==> src/rtl/k005297_dmadbuf_if.sv <==
// k005297_dmadbuf_if: bubble serial and DMA word signals of the buffered data path
interface k005297_dmadbuf_if #(
    parameter int W  = 16,
    parameter int LW = 3
);
    logic          i_CLK4M_PCEN_n;
    logic          i_EN;
    logic          i_DIR;
    logic          i_FLUSH;
    logic          i_BIT_STB;
    logic          i_BDI;
    logic          o_BDO;
    logic [W-1:0]  i_DMA_DIN;
    logic          i_DMA_WR;
    logic          o_DMA_READY;
    logic [W-1:0]  o_DMA_DOUT;
    logic          o_DMA_VALID;
    logic          i_DMA_ACK;
    logic          o_ADDR_INC;
    logic [LW-1:0] o_LEVEL;
    logic          o_OVR;
    logic          o_UDR;

    modport master (
        output i_CLK4M_PCEN_n, i_EN, i_DIR, i_FLUSH, i_BIT_STB, i_BDI, i_DMA_DIN, i_DMA_WR, i_DMA_ACK,
        input  o_BDO, o_DMA_READY, o_DMA_DOUT, o_DMA_VALID, o_ADDR_INC, o_LEVEL, o_OVR, o_UDR
    );
    modport slave (
        input  i_CLK4M_PCEN_n, i_EN, i_DIR, i_FLUSH, i_BIT_STB, i_BDI, i_DMA_DIN, i_DMA_WR, i_DMA_ACK,
        output o_BDO, o_DMA_READY, o_DMA_DOUT, o_DMA_VALID, o_ADDR_INC, o_LEVEL, o_OVR, o_UDR
    );
endinterface

==> src/rtl/k005297_dmadbuf.sv <==
// k005297_dmadbuf: bubble bit stream <-> DMA words through a DEPTH-word FIFO
module k005297_dmadbuf #(
    parameter int WORD_BYTES = 2,
    parameter int DEPTH      = 4
) (
    input logic              i_MCLK,
    input logic              i_RST,
    k005297_dmadbuf_if.slave bus
);
    localparam int W  = 8 * WORD_BYTES;
    localparam int AW = $clog2(DEPTH);
    localparam int LW = AW + 1;
    localparam int IW = $clog2(W);
    localparam logic [IW-1:0] LAST  = IW'(W - 1);
    localparam logic [LW-1:0] FULLC = LW'(DEPTH);

    logic [W-1:0]  mem_q [DEPTH];
    logic [W-1:0]  wreg_q, wreg_d, head, word_in;
    logic [IW-1:0] idx_q, idx_d;
    logic [AW-1:0] rp_q, rp_d, wp_q, wp_d;
    logic [LW-1:0] cnt_q, cnt_d;
    logic          wv_q, wv_d, dir_q, inc_q, inc_d, ovr_q, ovr_d, udr_q, udr_d;
    logic          tick, flush, full, empty, last;
    logic          rd_pop, rd_bit, rd_done, push_r, w_act, w_load, w_bit, w_end, w_pop, push_w, push, pop;

    assign head = mem_q[rp_q];

    // Next state: read mode shifts bits in and pushes words; write mode pops words and shifts bits out
    always_comb begin
        tick    = !bus.i_CLK4M_PCEN_n;
        flush   = tick & (bus.i_FLUSH | (bus.i_EN & (bus.i_DIR != dir_q)));
        full    = cnt_q == FULLC;
        empty   = cnt_q == '0;
        last    = idx_q == LAST;
        word_in = {wreg_q[W-2:0], bus.i_BDI};
        rd_pop  = !dir_q & bus.i_DMA_ACK & !empty;
        rd_bit  = !dir_q & bus.i_EN & bus.i_BIT_STB;
        rd_done = rd_bit & last;
        push_r  = rd_done & (!full | rd_pop);
        w_act   = dir_q & bus.i_EN;
        w_load  = w_act & !wv_q & !empty;
        w_bit   = w_act & wv_q & bus.i_BIT_STB;
        w_end   = w_bit & last;
        w_pop   = w_load | (w_end & !empty);
        push_w  = dir_q & bus.i_DMA_WR & (!full | w_pop);
        push    = push_r | push_w;
        pop     = rd_pop | w_pop;
        wreg_d  = w_pop ? head : rd_bit ? word_in : w_bit ? {wreg_q[W-2:0], 1'b0} : wreg_q;
        idx_d   = w_load ? '0 : (rd_bit | w_bit) ? (last ? '0 : idx_q + 1'b1) : idx_q;
        wv_d    = w_load | (wv_q & !(w_end & empty));
        cnt_d   = cnt_q + LW'(push) - LW'(pop);
        rp_d    = rp_q + AW'(pop);
        wp_d    = wp_q + AW'(push);
        inc_d   = rd_pop | push_w;
        ovr_d   = ovr_q | (rd_done & full & !rd_pop);
        udr_d   = udr_q | (w_act & bus.i_BIT_STB & (!wv_q | (last & empty)));
    end

    // State update on ticks; flush clears everything but still samples the direction
    always_ff @(posedge i_MCLK or posedge i_RST) begin
        if (i_RST) begin
            wreg_q <= '0;
            idx_q  <= '0;
            rp_q   <= '0;
            wp_q   <= '0;
            cnt_q  <= '0;
            wv_q   <= 1'b0;
            dir_q  <= 1'b0;
            inc_q  <= 1'b0;
            ovr_q  <= 1'b0;
            udr_q  <= 1'b0;
        end else if (flush) begin
            wreg_q <= '0;
            idx_q  <= '0;
            rp_q   <= '0;
            wp_q   <= '0;
            cnt_q  <= '0;
            wv_q   <= 1'b0;
            dir_q  <= bus.i_DIR;
            inc_q  <= 1'b0;
            ovr_q  <= 1'b0;
            udr_q  <= 1'b0;
        end else if (tick) begin
            wreg_q <= wreg_d;
            idx_q  <= idx_d;
            rp_q   <= rp_d;
            wp_q   <= wp_d;
            cnt_q  <= cnt_d;
            wv_q   <= wv_d;
            dir_q  <= bus.i_DIR;
            inc_q  <= inc_d;
            ovr_q  <= ovr_d;
            udr_q  <= udr_d;
        end
    end

    // FIFO storage; contents need no reset since the head is masked while empty
    always_ff @(posedge i_MCLK) begin
        if (tick & !flush & push) mem_q[wp_q] <= push_w ? bus.i_DMA_DIN : word_in;
    end

    assign bus.o_DMA_VALID = !dir_q & !empty;
    assign bus.o_DMA_READY = dir_q & !full;
    assign bus.o_DMA_DOUT  = bus.o_DMA_VALID ? head : '0;
    assign bus.o_BDO       = wreg_q[W-1] & wv_q;
    assign bus.o_ADDR_INC  = inc_q;
    assign bus.o_LEVEL     = cnt_q;
    assign bus.o_OVR       = ovr_q;
    assign bus.o_UDR       = udr_q;
endmodule

==> src/flat_wrapper.sv <==
// flat-port wrapper written by rule: the top's interface ports become plain ports
module k005297_dmadbuf_flat 
#(
    parameter int WORD_BYTES = 2,
    parameter int DEPTH      = 4
)
  (i_MCLK, i_RST, bus_i_CLK4M_PCEN_n, bus_i_EN, bus_i_DIR, bus_i_FLUSH, bus_i_BIT_STB, bus_i_BDI, bus_i_DMA_DIN, bus_i_DMA_WR, bus_i_DMA_ACK, bus_o_BDO, bus_o_DMA_READY, bus_o_DMA_DOUT, bus_o_DMA_VALID, bus_o_ADDR_INC, bus_o_LEVEL, bus_o_OVR, bus_o_UDR);
  k005297_dmadbuf_if #(.W((16)), .LW(3)) bus_i ();
  input logic i_MCLK;
  input logic i_RST;
  input wire logic [$bits(bus_i.i_CLK4M_PCEN_n)-1:0] bus_i_CLK4M_PCEN_n;
  input wire logic [$bits(bus_i.i_EN)-1:0] bus_i_EN;
  input wire logic [$bits(bus_i.i_DIR)-1:0] bus_i_DIR;
  input wire logic [$bits(bus_i.i_FLUSH)-1:0] bus_i_FLUSH;
  input wire logic [$bits(bus_i.i_BIT_STB)-1:0] bus_i_BIT_STB;
  input wire logic [$bits(bus_i.i_BDI)-1:0] bus_i_BDI;
  input wire logic [$bits(bus_i.i_DMA_DIN)-1:0] bus_i_DMA_DIN;
  input wire logic [$bits(bus_i.i_DMA_WR)-1:0] bus_i_DMA_WR;
  input wire logic [$bits(bus_i.i_DMA_ACK)-1:0] bus_i_DMA_ACK;
  output wire logic [$bits(bus_i.o_BDO)-1:0] bus_o_BDO;
  output wire logic [$bits(bus_i.o_DMA_READY)-1:0] bus_o_DMA_READY;
  output wire logic [$bits(bus_i.o_DMA_DOUT)-1:0] bus_o_DMA_DOUT;
  output wire logic [$bits(bus_i.o_DMA_VALID)-1:0] bus_o_DMA_VALID;
  output wire logic [$bits(bus_i.o_ADDR_INC)-1:0] bus_o_ADDR_INC;
  output wire logic [$bits(bus_i.o_LEVEL)-1:0] bus_o_LEVEL;
  output wire logic [$bits(bus_i.o_OVR)-1:0] bus_o_OVR;
  output wire logic [$bits(bus_i.o_UDR)-1:0] bus_o_UDR;
  assign bus_i.i_CLK4M_PCEN_n = bus_i_CLK4M_PCEN_n;
  assign bus_i.i_EN = bus_i_EN;
  assign bus_i.i_DIR = bus_i_DIR;
  assign bus_i.i_FLUSH = bus_i_FLUSH;
  assign bus_i.i_BIT_STB = bus_i_BIT_STB;
  assign bus_i.i_BDI = bus_i_BDI;
  assign bus_i.i_DMA_DIN = bus_i_DMA_DIN;
  assign bus_i.i_DMA_WR = bus_i_DMA_WR;
  assign bus_i.i_DMA_ACK = bus_i_DMA_ACK;
  assign bus_o_BDO = bus_i.o_BDO;
  assign bus_o_DMA_READY = bus_i.o_DMA_READY;
  assign bus_o_DMA_DOUT = bus_i.o_DMA_DOUT;
  assign bus_o_DMA_VALID = bus_i.o_DMA_VALID;
  assign bus_o_ADDR_INC = bus_i.o_ADDR_INC;
  assign bus_o_LEVEL = bus_i.o_LEVEL;
  assign bus_o_OVR = bus_i.o_OVR;
  assign bus_o_UDR = bus_i.o_UDR;
  k005297_dmadbuf #(.WORD_BYTES(WORD_BYTES), .DEPTH(DEPTH)) u_core (.i_MCLK(i_MCLK), .i_RST(i_RST), .bus(bus_i));
endmodule
==> config.mk <==
export PLATFORM = sky130hd
export DESIGN_NAME = k005297_dmadbuf_flat
export DESIGN_NICKNAME = d
export VERILOG_FILES = /design/src/rtl/k005297_dmadbuf_if.sv /design/src/rtl/k005297_dmadbuf.sv /design/src/flat_wrapper.sv
export SDC_FILE = /design/constraint.sdc
export NUM_CORES = 1
export LEC_CHECK = 0
export CORE_MARGIN = 2
export CORE_UTILIZATION = 56
export DETAILED_ROUTE_END_ITERATION = 12
export GPL_TIMING_DRIVEN = 0
export PLACE_DENSITY = 0.81
export SLEW_MARGIN = 20
export SYNTH_ARGS = -nofsm -noshare
export SYNTH_HDL_FRONTEND = slang
export SYNTH_SLANG_ARGS = --single-unit
==> constraint.sdc <==
create_clock -name i_MCLK -period 6.4 [get_ports i_MCLK]
set_clock_uncertainty 0.1 [all_clocks]
set_input_delay 1.28 -clock i_MCLK [delete_from_list [all_inputs] [get_ports i_MCLK]]
set_output_delay 1.28 -clock i_MCLK [all_outputs]
set_load 0.005 [all_outputs]
# Word-level counts from Yosys, hierarchy flattened
# Memories as Yosys holds them, arrays and structs flattened.
# Cells that the tools add are included.
[op_classes]
addsub = 5
eq_ne = 4
mux = 30
bitwise = 41
reduce_logical = 13
[op_table]
columns = ["operator", "count"]
rows = [
  ["2-to-1 mux 16 bit", 7],
  ["AND 1 bit", 29],
  ["2-to-1 mux 4 bit", 5],
  ["2-to-1 mux 1 bit", 12],
  ["bitwise OR 1 bit", 12],
  ["logical NOT 1 bit", 8],
  ["2-to-1 mux 2 bit", 4],
  ["2-to-1 mux 3 bit", 2],
  ["adder 2 x 1 -> 2 bit", 2],
  ["adder 4 x 1 -> 4 bit (second input constant)", 1],
  ["equality test 4 bit (second input constant)", 1],
  ["AND reduction 2 bit", 2],
  ["nonzero test 4 bit", 1],
  ["adder 3 x 1 -> 3 bit", 1],
  ["equality test 3 bit (second input constant)", 1],
  ["logical NOT 3 bit", 1],
  ["nonzero test 3 bit", 1],
  ["subtractor 3 x 1 -> 3 bit", 1],
  ["inequality test 2 x 1 -> 1 bit (second input constant)", 1],
  ["inequality test 1 bit", 1],
]
[totals]
ff_bits = 32
ram_bits = 64
inputBits = 26
out_inout_bits = 25
word_cells = 104
memories = 1
[memory_table]
columns = ["memory", "words", "width", "read_ports", "rd_clocked_by_memory_dff", "wr", "line_no", "rtl"]
rows = [
  ["u_core.mem_q", 4, 16, 1, 0, 1, "k005297_dmadbuf.sv:17", "logic [W-1:0] mem_q [DEPTH];"],
]

# Longest topological paths before layout
# Gate-level depths: netlist of the first run.
[depth]
depth_word = 13
mapped_depth = 12
mapped_depth_nobuf = 12

# Worst setup path after synthesis of the first run
# No wires, ideal clock.
[synth_path]
kind = "input port to flip-flop"
from = "in bus_i_DIR"
to = "mem u_core.mem_q[2][0] (enable)"
setup_time_ps = 478
arrival_ps = 4699
t_required_ps = 5822
path_slack_ps = 1123
stages = 5
n_path_buf = 1
path_cell_list = "xor2_1 a21oi_1 clkbuf_1 nand2_1 a2111oi_0"
[synth_via]
elab_chain_cells = 9
[synth_rtl]
columns = ["element", "line_no", "rtl"]
rows = [
  ["start, declared", "flat_wrapper.sv:13", "input wire logic [$bits(bus_i.i_DIR)-1:0] bus_i_DIR;"],
  ["inequality test 1 bit", "k005297_dmadbuf.sv:31", "flush = tick & (bus.i_FLUSH | (bus.i_EN & (bus.i_DIR != dir_q)));"],
  ["AND 1 bit", "k005297_dmadbuf.sv:31", ""],
  ["bitwise OR 1 bit", "k005297_dmadbuf.sv:31", ""],
  ["AND 1 bit", "k005297_dmadbuf.sv:31", ""],
  ["logical NOT 1 bit", "k005297_dmadbuf.sv:99", "if (tick & !flush & push) mem_q[wp_q] <= push_w ? bus.i_DMA_DIN : word_in;"],
  ["AND 1 bit (2 in a row)", "k005297_dmadbuf.sv:99", ""],
  ["2-to-1 mux 1 bit (2 in a row)", "k005297_dmadbuf.sv:99", ""],
  ["end, declared", "k005297_dmadbuf.sv:17", ""],
]
# No other way between the ends.

# Final worst setup path of the first run
[layout_path]
from = "in bus_i_DIR"
to = "mem u_core.mem_q[0][9] (enable)"
# The elaborated chain is that of the path after synthesis.

==> results of run 1 <==
-- stage by stage --
stage | instances | power [W] | hold slack, ns
after floorplan | 299 | 0.0009508 | 0.3719
after global placement | 451 | 0.001105 | 0.3871
after detailed placement | 464 | 0.001119 | 0.3950
after CTS | 480 | 0.001525 | 0.4212
after global routing | 480 | 0.001593 | 0.4626
final | 480 | 0.001528 | 0.4129
-- final cells by class --
type,count,area share [%]
Clock inverter,6,1.397
Clock buffer,10,2.374
Multi-Input combinational cell,172,29.73
Buffer,18,1.816
Tap cell,102,2.374
Inverter,13,0.9078
Timing Repair Buffer,63,10.75
Sequential cell,96,50.65
-- per-layer routing --
layer	vias up	share of wire (%)
met1	1485	42
li1	1319	-
met2	103	50
met3	25	5.0
met4	0	2.6
met5	-	0
-- worst paths after layout --
path | start | endpoint | slack [ns]
worst min register to register | u_core.bus.o_OVR | u_core.bus.o_OVR | 0.41
worst min-delay path | u_core.bus.o_OVR | u_core.bus.o_OVR | 0.41
min in group asynchronous | i_RST | u_core.bus.o_UDR | 1.23
worst max register to register | u_core.dir_q | u_core.mem_q[0][9] | 2.97
worst max-delay path | bus_i_DIR | u_core.mem_q[0][9] | 2.00
max in group asynchronous | i_RST | u_core.wreg_q[8] | 4.52
-- layout by cell type (no fill, tap or decap), types with 2 or more instances in the layout --
| master | count |
|---|---|
| edfxtp_1 | 64 |
| clkdlybuf4s50_1 | 50 |
| dfrtp_1 | 32 |
| and3_1 | 18 |
| mux2_2 | 17 |
| and2_1 | 17 |
| mux4_2 | 16 |
| buf_2 | 14 |
| nand2_1 | 14 |
| inv_1 | 12 |
| clkbuf_1 | 10 |
| o21ai_0 | 9 |
| clkbuf_8 | 9 |
| a221o_1 | 8 |
| a221o_2 | 8 |
| nor2_1 | 8 |
| a21oi_1 | 6 |
| buf_4 | 6 |
| ha_1 | 5 |
| a2111oi_2 | 4 |
| a211oi_1 | 3 |
| o21ai_1 | 3 |
| xor2_1 | 2 |
| nand3b_1 | 2 |
| nor2b_1 | 2 |
| a21o_2 | 2 |
| a32o_1 | 2 |
| a31oi_1 | 2 |
| inv_6 | 2 |
-- cell families (layout without fill, tap and decap cells) --
kind of cell,Yosys count,count (layout),share of synthesized area (%)
AOI/OAI and AO/OA,59,59,11.04
muxes,33,33,12.42
adders and majority gates,6,6,1.859
and+or+nand+nor,72,72,9.690
xor gates and xnor gates,2,2,0.3944
DFF,96,96,61.30
buffers and inverters,31,110,3.296
-- registers in the layout, summed over array words and instances (netlist names) --
signal and count:
u_core.mem_q 64, u_core.wv_q 1, u_core.rp_q 2, u_core.idx_q 4, u_core.wp_q 2, u_core.bus.o_UDR 1, u_core.dir_q 1, u_core.bus.o_OVR 1
u_core.bus.o_LEVEL 3, u_core.bus.o_ADDR_INC 1, u_core.wreg_q 16
-- power groups by stage --
stage | sequential [W] | combinational [W] | clock (W)
6_report | 0.000716 | 0.000392 | 0.000420
5_1_grt | 0.000720 | 0.000430 | 0.000444
4_1_cts | 0.000715 | 0.000394 | 0.000415
3_5_place_dp | 0.000729 | 0.000391 | 0
3_3_place_gp | 0.000728 | 0.000377 | 0
2_1_floorplan | 0.000724 | 0.000227 | 0
-- worst max-delay path, cell delays in order --
cell and delay [ns]:
clkdlybuf4s50_1 0.53, xor2_1 0.20, a21oi_1 0.24, clkbuf_1 0.43
nand2_1 0.30, a2111oi_2 0.74, buf_4 0.28, buf_4 0.16
buf_2 0.20
==> flow_summary.toml, run 1 <==
[cts]
clock_transition_at_the_registers_of_the_reported_paths_ns = 0.10
ctsHtreeMaxLevel = 3
cts_tree = "yes"
total_cts_buffers = 9
cts_hold_buffers = 0
post-cts-setup-buffer-count = 0
cts_sinks = 96
clock_tree_buf_depth = 2
cts_resized = 0
cts-root-buf = "clkbuf_8"
clock_latency_ns = 0.37

[power]
static-leakage-power_nw = 2.069
power.share.switching_pct = 29.27
seq_power_share_pct = 46.9
power_frac_clock_pct = 27.5
powerDensity_nw_per_um2 = 284.2
peakVddDrop_v = 0.0002232
power.share.combinational_pct = 25.7
p_int_w = 0.001080
net-switching-power_w = 0.0004471

[timing]
setup_viol = 0
final.setup.worst_slack_ns = 1.998
layout_min_cycle_time_ns = 4.402
relSlewSlack_pct = 32.71
fin_tns_setup_ns = 0
finalHoldViolations = 0
drv_slew = 0
finalCritPeriodShare_pct = 68.78
worst-slew-pin-transition_ns = 1.007
maximum_clock_frequency_ghz = 0.2272
rsz0062_at_grt = "false"

[setup_path]
cp_arrival_ns = 4.38
worst_setup_path_end_kind = "flop"
reg2reg_depth = 8
start_kind = "input port"
required_time_worst_endpoint_ns = 6.37
setup.worst_path.class = "in -> reg"
worstPathMaxFanout = 10

[synthesis]
number_of_synthesized_register_bits = 96
number_of_enable_type_register_cells_in_the_synthesized_netlist = 64
post_synth_num_cell_types = 52
sequential_area_share_after_synthesis_pct = 61.30
netlist_instances = 299
synth.net_count = 331
syn_area_um2 = 4442
synthMostInstantiatedCell = "edfxtp_1"
ys_top_cells_by_area = "edfxtp_1 (43%), dfrtp_1 (18%), mux4_2 (8.1%)"
netlist.area_leader.share_pct = 43.27
synth.yosys.warnings = 0
synth.largest_area_cell = "edfxtp_1"
predominant_post_synthesis_flop_cell = "edfxtp_1"
avgSynthCellArea_um2 = 14.86
synth_common_cells = "edfxtp_1 (64), dfrtp_1 (32), and3_1 (18)"
postSynth.asyncResetShare_pct = 33.33

[hold_path]
hold_class = "reg -> reg"
hold_path_depth = 2

[routing]
drt_iter0_markers = 234
vias = 2932
wire_per_inst_um = 21.06
ant_nets = 0
avgViaCountPerCell = 6.108
drt_pass1_iterations = 4
wl_um = 10110
remaining_drc_errors = 0

[cells_and_area]
multi_input_comb_area_um2 = 1598
nNetsFinal = 405
post_route_cells_drive_above_1_share_pct = 24.34
area_delta_synth_final_pct = 21.01
fillerInstances = 525
final-seq-area_um2 = 2723
antenna_cells_inserted = 0
fin_area_um2 = 5375
finalCoreUtilization_pct = 69.92

[place]
gpl_wtd_cong = 0.9372
placed_cell_area_um2 = 5172
number_of_port_buffers = 50
pre_cts_ws_ns = 1.664
place_hpwl_um = 7117

[grt]
grt_max_degree = 33
first_global_vias = 3130
track_usage_pct = 25.00
global_route.usage.met3_pct = 4.593
grt_antenna_before_repair = 0
grt_pass1_wl_um = 16010
grt_util_met2_pct = 40.16
grt_overflow = 0
grt_busiest_layer = "met2"
gr-usage-met1_pct = 32.86

[floorplanning]
placeableCoreArea_um2 = 7687
start_util_pct = 57.78
num_rows = 32
top_ports = 51
dieArea_um2 = 8660
dieHeight_um = 93.06
fp.dieW_um = 93.06

[flow_run]
max-cap-violations = 0

[status]
status = "finished clean"
No activity file was read; power rests on OpenSTA's default activity.
==> run 2: changes to the inputs <==
- clock period: 6.4 -> 4.6 ns (I/O delays scaled with it)
==> results of run 2 <==
The final DEF is identical to that of run 1. Status: finished clean.
Among the figures that moved: setup slack after placement 1.664 ns -> 0.2243 ns; setup slack after layout 1.998 ns -> 0.5580 ns; register-to-register setup slack 2.97 ns -> 1.17 ns; total power 0.001528 W -> 0.002125 W; worst IR drop on VDD 0.0002232 V -> 0.0003105 V
==> run 3: changes to the inputs <==
- ABC_AREA: unset -> 1
- PLACE_DENSITY: 0.81 -> 0.77
==> flow_summary.toml, run 3 <==
[floorplanning]
fp.dieW_um = 95.48
dieHeight_um = 95.48
placeableCoreArea_um2 = 8175
top_ports = 51
num_rows = 33
start_util_pct = 57.32
dieArea_um2 = 9115

[place]
gpl_wtd_cong = 0.8710
number_of_port_buffers = 50
place_hpwl_um = 8001

[grt]
grt_antenna_before_repair = 0
grt_pass1_wl_um = 17860
grt_max_degree = 33
first_global_vias = 3605
grt_overflow = 0
track_usage_pct = 26.27

[synthesis]
synth_common_cells = "nand2_1 (202), nand3_1 (73), edfxtp_1 (64)"
netlist_instances = 517
synth.largest_area_cell = "edfxtp_1"
netlist.area_leader.share_pct = 41.01
avgSynthCellArea_um2 = 9.063
syn_area_um2 = 4686
postSynth.asyncResetShare_pct = 33.33
synth.net_count = 549
number_of_synthesized_register_bits = 96
predominant_post_synthesis_flop_cell = "edfxtp_1"
post_synth_num_cell_types = 30
sequential_area_share_after_synthesis_pct = 58.10
synthMostInstantiatedCell = "nand2_1"
synth.yosys.warnings = 0
number_of_enable_type_register_cells_in_the_synthesized_netlist = 64
ys_top_cells_by_area = "edfxtp_1 (41%), dfrtp_1 (17%), nand2_1 (16%)"

[cells_and_area]
antenna_cells_inserted = 0
final-seq-area_um2 = 2723
finalCoreUtilization_pct = 68.00
largest_register_ffs = 64
area_delta_synth_final_pct = 18.64
max_flop_register = "u_core.mem_q"
final_common_cell = "nand2_1"
post_route_cells_drive_above_1_share_pct = 12.44
fillerInstances = 649
top_regs = "u_core.mem_q x64, u_core.wreg_q x16, u_core.idx_q x4"
mostFrequentLayoutCells = "nand2_1 (202), nand3_1 (73), edfxtp_1 (64)"
nNetsFinal = 614
multi_input_comb_area_um2 = 1694

[timing]
setup_viol = 0
rsz0062_at_grt = "false"
worst-slew-pin-transition_ns = 0.7110
relSlewSlack_pct = 52.53
fin_tns_setup_ns = 0
layout_min_cycle_time_ns = 3.615
finalHoldViolations = 0
finalCritPeriodShare_pct = 78.59
drv_slew = 0
maximum_clock_frequency_ghz = 0.2766

[setup_path]
r2r-end = "u_core.bus.o_LEVEL[2]"
worst_setup_path_end_kind = "output port"
start_kind = "flop"
setup.worst_path.start = "u_core.rp_q[0]"
setup.worst_path.class = "reg -> out"
r2r_start = "u_core.idx_q[0]"
flop2flop_setup_slack_ns = 1.56
crit_end = "bus_o_DMA_DOUT[4]"
cp_arrival_ns = 2.60
worstPathMaxFanout = 10
reg2reg_depth = 16
required_time_worst_endpoint_ns = 3.58

[cts]
cts_resized = 0
total_cts_buffers = 9
cts_hold_buffers = 0
cts-root-buf = "clkbuf_8"
post-cts-setup-buffer-count = 0
clock_transition_at_the_registers_of_the_reported_paths_ns = 0.10
clock_latency_ns = 0.37
clock_tree_buf_depth = 2
cts_sinks = 96
cts_tree = "yes"
ctsHtreeMaxLevel = 3

[routing]
drt_pass1_iterations = 5
wire_per_inst_um = 16.16
drt_iter0_markers = 394
avgViaCountPerCell = 5.444
remaining_drc_errors = 0
ant_nets = 0
vias = 3767
wl_um = 11180

[power]
peakVddDrop_v = 0.0002717
powerDensity_nw_per_um2 = 394.6
static-leakage-power_nw = 2.425

[status]
status = "finished clean"

[hold_path]
hold_class = "reg -> reg"

[flow_run]
max-cap-violations = 0
run 3: cell types whose count changed after synthesis, sizes merged, moves of 17 or more:
cell,delta
nor2,+20
inv,+30
and3,-18
mux2,-17
and2,-17
nand3,+78
nand2,+206
run 3: kinds of logic after synthesis:
group                    Yosys count  share of synthesized area (%)
AND/OR/NAND/NOR                  334                          32.20
AO/OA/AOI/OAI                     16                          1.789
buffers and inverters             64                          5.955
adder cells (fa/ha/maj)            6                          1.762
flip-flops                        96                          58.10
XOR/XNOR                           1                         0.1870
run 3: worst max-delay path: stages, from the launching register on:
cell	delay, ns
dfrtp_1	0.40
clkbuf_1	0.16
inv_1	0.19
clkbuf_1	0.55
nand2_1	0.13
nand3_1	0.10
nand2_1	0.10
nor2_1	0.10
clkdlybuf4s50_1	0.50
run 3: layout make-up:
class,count,area share (%)
plain buffers,19,1.891
clock buffers,9,2.228
clock inverters,7,1.125
inverters,45,3.129
multi-input cells,357,30.47
flip-flops and latches,96,48.98
well taps,105,2.363
repair buffers,54,9.813
run 3: how the worst min path moves through the flow:
stage,cells past startpoint,to,slack (ns),from
after global placement,2,u_core.wreg_q[15],0.37,u_core.wreg_q[15]
after detailed placement,2,u_core.wreg_q[15],0.38,u_core.wreg_q[15]
final,2,u_core.wreg_q[15],0.40,u_core.wreg_q[15]
after CTS,2,u_core.wreg_q[15],0.40,u_core.wreg_q[15]
after global routing,2,u_core.wreg_q[5],0.43,u_core.wreg_q[5]
after floorplan,2,u_core.wreg_q[15],0.34,u_core.wreg_q[15]
run 3: through the flow:
step / hold slack [ns] / worst slack [ns] / cells / cell area [um2] / total power (W)
3_5_place_dp: 0.3833 / 0.7843 / 676 / 5373 / 0.001680
4_1_cts: 0.4041 / 1.024 / 692 / 5559 / 0.002193
5_1_grt: 0.4326 / 0.8562 / 692 / 5559 / 0.002293
2_1_floorplan: 0.3422 / 1.602 / 517 / 4686 / 0.001406
3_3_place_gp: 0.3730 / 0.5616 / 672 / 5318 / 0.001657
6_report: 0.4020 / 0.9850 / 692 / 5559 / 0.002194
run 3: power by group:
group	switching, W	internal (W)
logic	0.000410	0.000256
registers	0.0000341	0.000967
clock network	0.000318	0.000209
run 3: routing by layer:
metal / share of wire (%) / GRT usage (%)
met1: 42 / 36.00
met2: 50 / 44.42
met3: 6.0 / 2.213
met4: 1.8 / 9.048
met5: 0 / 0
